<file path="config.mk">
export PLATFORM = sky130hd
export DESIGN_NAME = keypad_emulator_flat
export DESIGN_NICKNAME = d
export VERILOG_FILES = /design/src/rtl/keypad_emulator_pkg.sv /design/src/rtl/keypad_emulator_if.sv /design/src/rtl/keypad_emulator_contact.sv /design/src/rtl/keypad_emulator.sv /design/src/flat_wrapper.sv
export SDC_FILE = /design/constraint.sdc
export NUM_CORES = 1
export LEC_CHECK = 0
export CORE_UTILIZATION = 45
export DETAILED_ROUTE_END_ITERATION = 8
export GPL_TIMING_DRIVEN = 0
export PLACE_DENSITY = 0.74
export SLEW_MARGIN = 40
export SYNTH_ARGS = -nofsm -noshare
export SYNTH_HDL_FRONTEND = slang
export SYNTH_SLANG_ARGS = --single-unit
</file>
<file path="constraint.sdc">
create_clock -name clk -period 4.3 [get_ports clk]
set_input_delay 0.86 -clock clk [delete_from_list [all_inputs] [get_ports clk]]
set_output_delay 0.86 -clock clk [all_outputs]
set_load 0.02 [all_outputs]
</file>
<file path="src/rtl/keypad_emulator_pkg.sv">
// keypad_defs: constants and types shared by the keypad emulator and the scanner.
// Key codes are packed {col[1:0], row[1:0]}. The scanner's keyreg packing uses the same
// KEY_* constants, so a code written here decodes to the same key there.
package keypad_defs;

    localparam int NUM_ROWS    = 3;
    localparam int NUM_COLS    = 3;
    localparam int KEY_W       = 4;
    localparam int KEY_COL_MSB = 3;
    localparam int KEY_COL_LSB = 2;
    localparam int KEY_ROW_MSB = 1;
    localparam int KEY_ROW_LSB = 0;

    localparam logic [1:0] INVALID_IDX = 2'd3;

    typedef enum logic [1:0] {
        IDLE   = 2'd0,
        BOUNCE = 2'd1,
        HOLD   = 2'd2,
        GAP    = 2'd3
    } state_e;

    function automatic logic [1:0] key_col(input logic [KEY_W-1:0] key);
        return key[KEY_COL_MSB:KEY_COL_LSB];
    endfunction

    function automatic logic [1:0] key_row(input logic [KEY_W-1:0] key);
        return key[KEY_ROW_MSB:KEY_ROW_LSB];
    endfunction

    // A key is usable only when neither index is the unused value 3.
    function automatic logic key_is_valid(input logic [KEY_W-1:0] key);
        return (key_col(key) != INVALID_IDX) && (key_row(key) != INVALID_IDX);
    endfunction

endpackage

</file>
<file path="src/rtl/keypad_emulator_if.sv">
// keypad_emulator_if: press-command handshake and status of the keypad emulator.
//   cmd_valid / cmd_ready : press request and acceptance (ready only when idle)
//   cmd_key               : {col[1:0], row[1:0]} of the key to press
//   cmd_hold              : solid-closed cycles after bouncing (0 behaves as 1)
//   busy / done / err     : sequence in progress, completion pulse, rejection pulse
// master: command source (scanner-side test driver); slave: the emulator.
interface keypad_emulator_if
    import keypad_defs::*;
#(
    parameter int unsigned CNT_W = 28
) ();

    logic             cmd_valid;
    logic             cmd_ready;
    logic [KEY_W-1:0] cmd_key;
    logic [CNT_W-1:0] cmd_hold;
    logic             busy;
    logic             done;
    logic             err;

    modport master (
        output cmd_valid, cmd_key, cmd_hold,
        input  cmd_ready, busy, done, err
    );

    modport slave (
        input  cmd_valid, cmd_key, cmd_hold,
        output cmd_ready, busy, done, err
    );

endinterface

</file>
<file path="src/rtl/keypad_emulator_contact.sv">
// keypad_emulator_contact: registered row drive of the emulated switch matrix.
//   clk, reset : clock, asynchronous active-high reset (row returns to all-ones)
//   contact    : switch of the latched key is closed
//   key_col    : latched column index, key_row : latched row index
//   column     : active-low column strobes from the scanner
//   row        : active-low row returns, one clock after a column or contact change
module keypad_emulator_contact
    import keypad_defs::*;
(
    input  logic                clk,
    input  logic                reset,
    input  logic                contact,
    input  logic [1:0]          key_col,
    input  logic [1:0]          key_row,
    input  logic [NUM_COLS-1:0] column,
    output logic [NUM_ROWS-1:0] row
);

    logic [NUM_ROWS-1:0] row_d, row_q;
    logic                col_low;

    // Only the latched column matters; other low columns have no closed switch.
    always_comb begin
        col_low = 1'b0;
        for (int c = 0; c < NUM_COLS; c++) begin
            if (int'(key_col) == c) col_low = ~column[c];
        end
        row_d = '1;
        for (int r = 0; r < NUM_ROWS; r++) begin
            if (contact && col_low && (int'(key_row) == r)) row_d[r] = 1'b0;
        end
    end

    always_ff @(posedge clk or posedge reset) begin
        if (reset) row_q <= '1;
        else       row_q <= row_d;
    end

    assign row = row_q;

endmodule

</file>
<file path="src/rtl/keypad_emulator.sv">
// keypad_emulator: responder end of the 3x3 keypad matrix. Accepts a press command,
// closes the matching switch (with optional contact bounce), holds it, releases it
// cleanly and reports completion.
//   clk, reset : clock, asynchronous active-high reset
//   column     : active-low column strobes from the scanner
//   row        : active-low row returns to the scanner
//   cmd        : command handshake and status (keypad_emulator_if.slave)
// Sequence: IDLE -> BOUNCE (BOUNCE_EDGES toggles, BOUNCE_CYCLES apart) -> HOLD
// (max(cmd_hold,1) cycles) -> GAP (BOUNCE_CYCLES open) -> IDLE with done.
module keypad_emulator
    import keypad_defs::*;
#(
    parameter int unsigned CNT_W         = 28,
    parameter int unsigned BOUNCE_EDGES  = 4,
    parameter int unsigned BOUNCE_CYCLES = 8
) (
    input  logic                clk,
    input  logic                reset,
    input  logic [NUM_COLS-1:0] column,
    output logic [NUM_ROWS-1:0] row,
    keypad_emulator_if.slave    cmd
);

    // Timers count down to 0 inclusive, so an N-cycle state loads N-1.
    localparam logic [CNT_W-1:0] SegLoad =
        CNT_W'((BOUNCE_CYCLES == 0) ? 0 : BOUNCE_CYCLES - 1);
    localparam logic [CNT_W-1:0] EdgeLoad =
        CNT_W'((BOUNCE_EDGES == 0) ? 0 : BOUNCE_EDGES - 1);

    function automatic logic [CNT_W-1:0] hold_load(input logic [CNT_W-1:0] h);
        return (h == '0) ? '0 : h - 1'b1;
    endfunction

    state_e           state_q, state_d;
    logic             contact_q, contact_d;
    logic [CNT_W-1:0] timer_q, timer_d;
    logic [CNT_W-1:0] edge_q, edge_d;
    logic [CNT_W-1:0] hold_q, hold_d;
    logic [1:0]       key_col_q, key_col_d;
    logic [1:0]       key_row_q, key_row_d;
    logic             done_q, done_d;
    logic             err_q, err_d;
    logic             accept;

    // State register.
    always_ff @(posedge clk or posedge reset) begin
        if (reset) begin
            state_q   <= IDLE;
            contact_q <= 1'b0;
            timer_q   <= '0;
            edge_q    <= '0;
            hold_q    <= '0;
            key_col_q <= '0;
            key_row_q <= '0;
            done_q    <= 1'b0;
            err_q     <= 1'b0;
        end else begin
            state_q   <= state_d;
            contact_q <= contact_d;
            timer_q   <= timer_d;
            edge_q    <= edge_d;
            hold_q    <= hold_d;
            key_col_q <= key_col_d;
            key_row_q <= key_row_d;
            done_q    <= done_d;
            err_q     <= err_d;
        end
    end

    assign accept = cmd.cmd_valid && (state_q == IDLE);

    // Next-state logic.
    always_comb begin
        state_d   = state_q;
        contact_d = contact_q;
        timer_d   = timer_q;
        edge_d    = edge_q;
        hold_d    = hold_q;
        key_col_d = key_col_q;
        key_row_d = key_row_q;
        done_d    = 1'b0;
        err_d     = 1'b0;

        unique case (state_q)
            IDLE: begin
                contact_d = 1'b0;
                if (accept) begin
                    if (!key_is_valid(cmd.cmd_key)) begin
                        // Rejected keys still complete the handshake but never close a switch.
                        err_d = 1'b1;
                    end else begin
                        key_col_d = key_col(cmd.cmd_key);
                        key_row_d = key_row(cmd.cmd_key);
                        hold_d    = cmd.cmd_hold;
                        contact_d = 1'b1;
                        if (BOUNCE_EDGES == 0) begin
                            state_d = HOLD;
                            timer_d = hold_load(cmd.cmd_hold);
                        end else begin
                            state_d = BOUNCE;
                            timer_d = SegLoad;
                            edge_d  = EdgeLoad;
                        end
                    end
                end
            end
            BOUNCE: begin
                if (timer_q != '0) begin
                    timer_d = timer_q - 1'b1;
                end else if (edge_q == '0) begin
                    // The final toggle is forced to closed as HOLD begins.
                    state_d   = HOLD;
                    contact_d = 1'b1;
                    timer_d   = hold_load(hold_q);
                end else begin
                    contact_d = ~contact_q;
                    edge_d    = edge_q - 1'b1;
                    timer_d   = SegLoad;
                end
            end
            HOLD: begin
                if (timer_q != '0) begin
                    timer_d = timer_q - 1'b1;
                end else begin
                    state_d   = GAP;
                    contact_d = 1'b0;
                    timer_d   = SegLoad;
                end
            end
            GAP: begin
                if (timer_q != '0) begin
                    timer_d = timer_q - 1'b1;
                end else begin
                    state_d = IDLE;
                    done_d  = 1'b1;
                end
            end
            default: state_d = IDLE;
        endcase
    end

    // Outputs.
    always_comb begin
        cmd.cmd_ready = (state_q == IDLE);
        cmd.busy      = (state_q != IDLE);
        cmd.done      = done_q;
        cmd.err       = err_q;
    end

    keypad_emulator_contact u_contact (
        .clk     (clk),
        .reset   (reset),
        .contact (contact_q),
        .key_col (key_col_q),
        .key_row (key_row_q),
        .column  (column),
        .row     (row)
    );

endmodule

</file>
<file path="src/flat_wrapper.sv">
// flat-port wrapper written by rule: the top's interface ports become plain ports
module keypad_emulator_flat import keypad_defs::*;
#(
    parameter int unsigned CNT_W         = 28,
    parameter int unsigned BOUNCE_EDGES  = 4,
    parameter int unsigned BOUNCE_CYCLES = 8
)
  (clk, reset, column, row, cmd_cmd_valid, cmd_cmd_key, cmd_cmd_hold, cmd_cmd_ready, cmd_busy, cmd_done, cmd_err);
  keypad_emulator_if #(.CNT_W(CNT_W)) cmd_i ();
  input  logic clk;
  input  logic reset;
  input  logic [NUM_COLS-1:0] column;
  output logic [NUM_ROWS-1:0] row;
  input wire logic [$bits(cmd_i.cmd_valid)-1:0] cmd_cmd_valid;
  input wire logic [$bits(cmd_i.cmd_key)-1:0] cmd_cmd_key;
  input wire logic [$bits(cmd_i.cmd_hold)-1:0] cmd_cmd_hold;
  output wire logic [$bits(cmd_i.cmd_ready)-1:0] cmd_cmd_ready;
  output wire logic [$bits(cmd_i.busy)-1:0] cmd_busy;
  output wire logic [$bits(cmd_i.done)-1:0] cmd_done;
  output wire logic [$bits(cmd_i.err)-1:0] cmd_err;
  assign cmd_i.cmd_valid = cmd_cmd_valid;
  assign cmd_i.cmd_key = cmd_cmd_key;
  assign cmd_i.cmd_hold = cmd_cmd_hold;
  assign cmd_cmd_ready = cmd_i.cmd_ready;
  assign cmd_busy = cmd_i.busy;
  assign cmd_done = cmd_i.done;
  assign cmd_err = cmd_i.err;
  keypad_emulator #(.CNT_W(CNT_W), .BOUNCE_EDGES(BOUNCE_EDGES), .BOUNCE_CYCLES(BOUNCE_CYCLES)) u_core (.clk(clk), .reset(reset), .column(column), .row(row), .cmd(cmd_i));
endmodule
</file>
==> impl_metrics.tcl <==
set metrics [dict create \
    root_buffer "clkbuf_16" \
    area_growth_pct 18.02 \
    dr_total_vias 5080 \
    ys_top_cells_by_area "dfrtp_1, mux2_2, a21oi_1, nor2_1, xnor2_1" \
    crit_arrival_ns 3.55 \
    clock.fmax_mhz 298.7 \
    die-area_um2 13230 \
    fp.coreArea_um2 12210 \
    status "finished clean" \
    finalWirelength_mm 14.88 \
    holdBufCountCts 0 \
    hold_viol 0 \
    grt_pass1_wl_mm 25.30 \
    worst-path-max-fanout 10 \
    dpl_cell_area_um2 6446 \
    multiInputGateArea_um2 3158 \
    critPathKind "register to register" \
    synth.yosys.seq_area_share_pct 41.86 \
    worstSkewPairLatency_ns 0.35 \
    fin_area_um2 6784 \
    gr-usage-all-layers_pct 24.25 \
    wl_per_cell_um 18.00 \
    ys.warnings.count 0 \
    ys_ff_latch 96 \
    syn_avg_cell_area_um2 9.612 \
    num_antenna_cells 0 \
    initial_core_util_pct 47.07 \
    ant_nets 0 \
    nFillCells 1069 \
    ctsResizeCount 0 \
    place_hpwl_mm 10.66 \
    synth_area_leader_cell "dfrtp_1" \
    via_per_inst 6.143 \
    synthFlopType "dfrtp_1" \
    synth_area_um2 5748 \
    num-nets-final 701 \
    critPathMaxStageDelay_ns 0.73 \
    portBuffers 44 \
    grt_max_degree 68 \
    leakage_nw 2.721 \
    critPathRequiredTime_ns 4.51 \
    core.rowCount 40 \
    drive_gt1_share_pct 15.02 \
    ys_types 62 \
    max-clock-path-buffers 2 \
    powerDensity_nw_per_um2 761.6 \
    clock_skew_ns 0.005418 \
    netlist.area_leader.share_pct 40.49 \
    peakVddDrop_uv 352.1 \
    seq_area_um2 2406 \
    drc 0 \
    drtIter0Drc 342 \
    ios 45 \
    crit_slowest_cell "o311ai_2" \
    first_global_vias 5264 \
    timing.final.crit_share_pct 77.84 \
    start_kind "register" \
    die_y_um 115.0 \
    cts.clk_slew.worst_paths_ns 0.07 \
    hold_path_class "register to register" \
    synth_most_common_cell "dfrtp_1" \
    rsz0062_at_grt "false" \
    period_needed_ns 3.347 \
    grt-ovfl-total 0 \
    numPlacedInstances 811 \
    fin_cells 827 \
    cts_tree "built" \
    synth_edf_count 0 \
    cts_made_buffers 9 \
    synth_nets 645 \
    path_cells "nor4_1, nand2_1, clkbuf_1, o311ai_2, clkbuf_1, nor2_1, o21ai_0, o221ai_1" \
    relSlewSlack_pct 51.13 \
    netlist_top_cells_count "dfrtp_1, nor2_1, a21oi_1" \
    synth_cells 598 \
    antenna_found_initial 0 \
    cts_sinks 96 \
    cap_violations 0 \
    tightest_slew_ns 0.7318 \
    first_pass_iters 6 \
    die_x_um 115.0 \
    async_flop_share_pct 100.0 \
    htree_levels 3 \
    final_max_slew_viol_count 0 \
    setup_viol 0 \
    post_cts_buffers 0 \
    cp_common_cell "clkbuf_1" \
    end_kind "register" \
    finalPower_mw 5.167 \
    gp_congestion 0.8715 \
]
routing by layer:
metal	wire, um	share of wire, %	vias to the layer above	global-route usage, %
met5	0	0	-	0
met4	279	1.9	0	9.870
met3	867	5.8	28	3.901
met2	7252	49	190	41.04
met1	6486	44	2495	30.99
li1	-	-	2367	-
worst max-delay path: cells and delay by family, from the launching register on:
kind | cells | cell delay (ns)
buffers and inverters | 2 | 0.74
DFF | 1 | 0.44
and+or+nand+nor | 3 | 0.88
AOI/OAI and AO/OA | 3 | 1.14
worst paths after layout:
path                                startpoint                 endpoint  slack (ns)  cells after the start
max reg2reg                  u_core.timer_q[8]       u_core.timer_q[20]        0.95                      8
min reg2reg                u_core.key_row_q[1]  u_core.u_contact.row[2]        0.43                      1
min in group asynchronous                reset      u_core.key_col_q[0]        0.86                      2
min                        u_core.key_row_q[1]  u_core.u_contact.row[2]        0.43                      1
max in group asynchronous                reset         u_core.hold_q[9]        2.84                      3
max                          u_core.timer_q[8]       u_core.timer_q[20]        0.95                      8
where the power goes:
| group | internal (mW) | switching, mW |
|---|---|---|
| logic | 1.02 | 1.63 |
| clock network | 0.568 | 0.346 |
| registers | 1.24 | 0.366 |
cells in the final DEF (no fill, tap or decap), types with 4 or more instances in the layout:
cell type         n
a211oi_1          7
a21oi_1          38
a22oi_1           5
clkbuf_1         21
clkbuf_16         9
clkdlybuf4s50_1  44
dfrtp_1          93
ha_1              9
inv_1            17
mux2_2           32
nand2_1          32
nand2b_1          9
nand3_1          12
nand4_1          13
nand4b_1          9
nor2_1           47
nor3_1           23
nor3b_1           4
nor4_1           22
o211ai_1          9
o211ai_2          8
o21ai_0          31
o21ai_2           9
o31ai_1           6
o41ai_1           6
or2_2             6
or3_1            21
or4_1            23
xnor2_1          20
xor2_1           10
state kept, by name, summed over array words and instances, names as in the netlist:
| name | cells |
|---|---|
| u_core.edge_q | 28 |
| u_core.hold_q | 28 |
| u_core.timer_q | 28 |
| u_core.u_contact.row | 3 |
| u_core.key_col_q | 2 |
| u_core.key_row_q | 2 |
| u_core.state_q | 2 |
| u_core.cmd.done | 1 |
| u_core.cmd.err | 1 |
| u_core.contact_q | 1 |
cell type report:
class / count / share of cell area, %
inverter: 18 / 1.107
buffer: 28 / 1.900
clock inverter: 6 / 1.605
clock buffer: 10 / 3.375
sequential: 96 / 35.47
tap: 168 / 3.098
timing repair buffer: 45 / 6.898
multi-input combinational: 456 / 46.55
kinds of logic (layout without fill, tap and decap cells):
family / Yosys count / count (layout) / share of synthesized area (%)
buf+inv: 46 / 107 / 3.417
simple gates: 243 / 243 / 24.40
mux: 35 / 35 / 6.792
compound gates: 139 / 139 / 17.00
xor+xnor: 30 / 30 / 4.571
fa+ha+maj: 9 / 9 / 1.959
flops: 96 / 96 / 41.86
metrics by stage:
stage          util (%)  TNS, ns  setup WS, ns  hold WS (ns)
2_1_floorplan         -        0        0.9396        0.3943
5_1_grt           55.55        0        0.6445        0.4686
3_3_place_gp      52.40   -52.64       -0.5744        0.4176
4_1_cts           55.55        0        0.9731        0.4343
3_5_place_dp      52.79        0        0.7370        0.4250
6_report          55.55        0        0.9527        0.4307
Note: power is estimated with default switching activity, not from simulation.
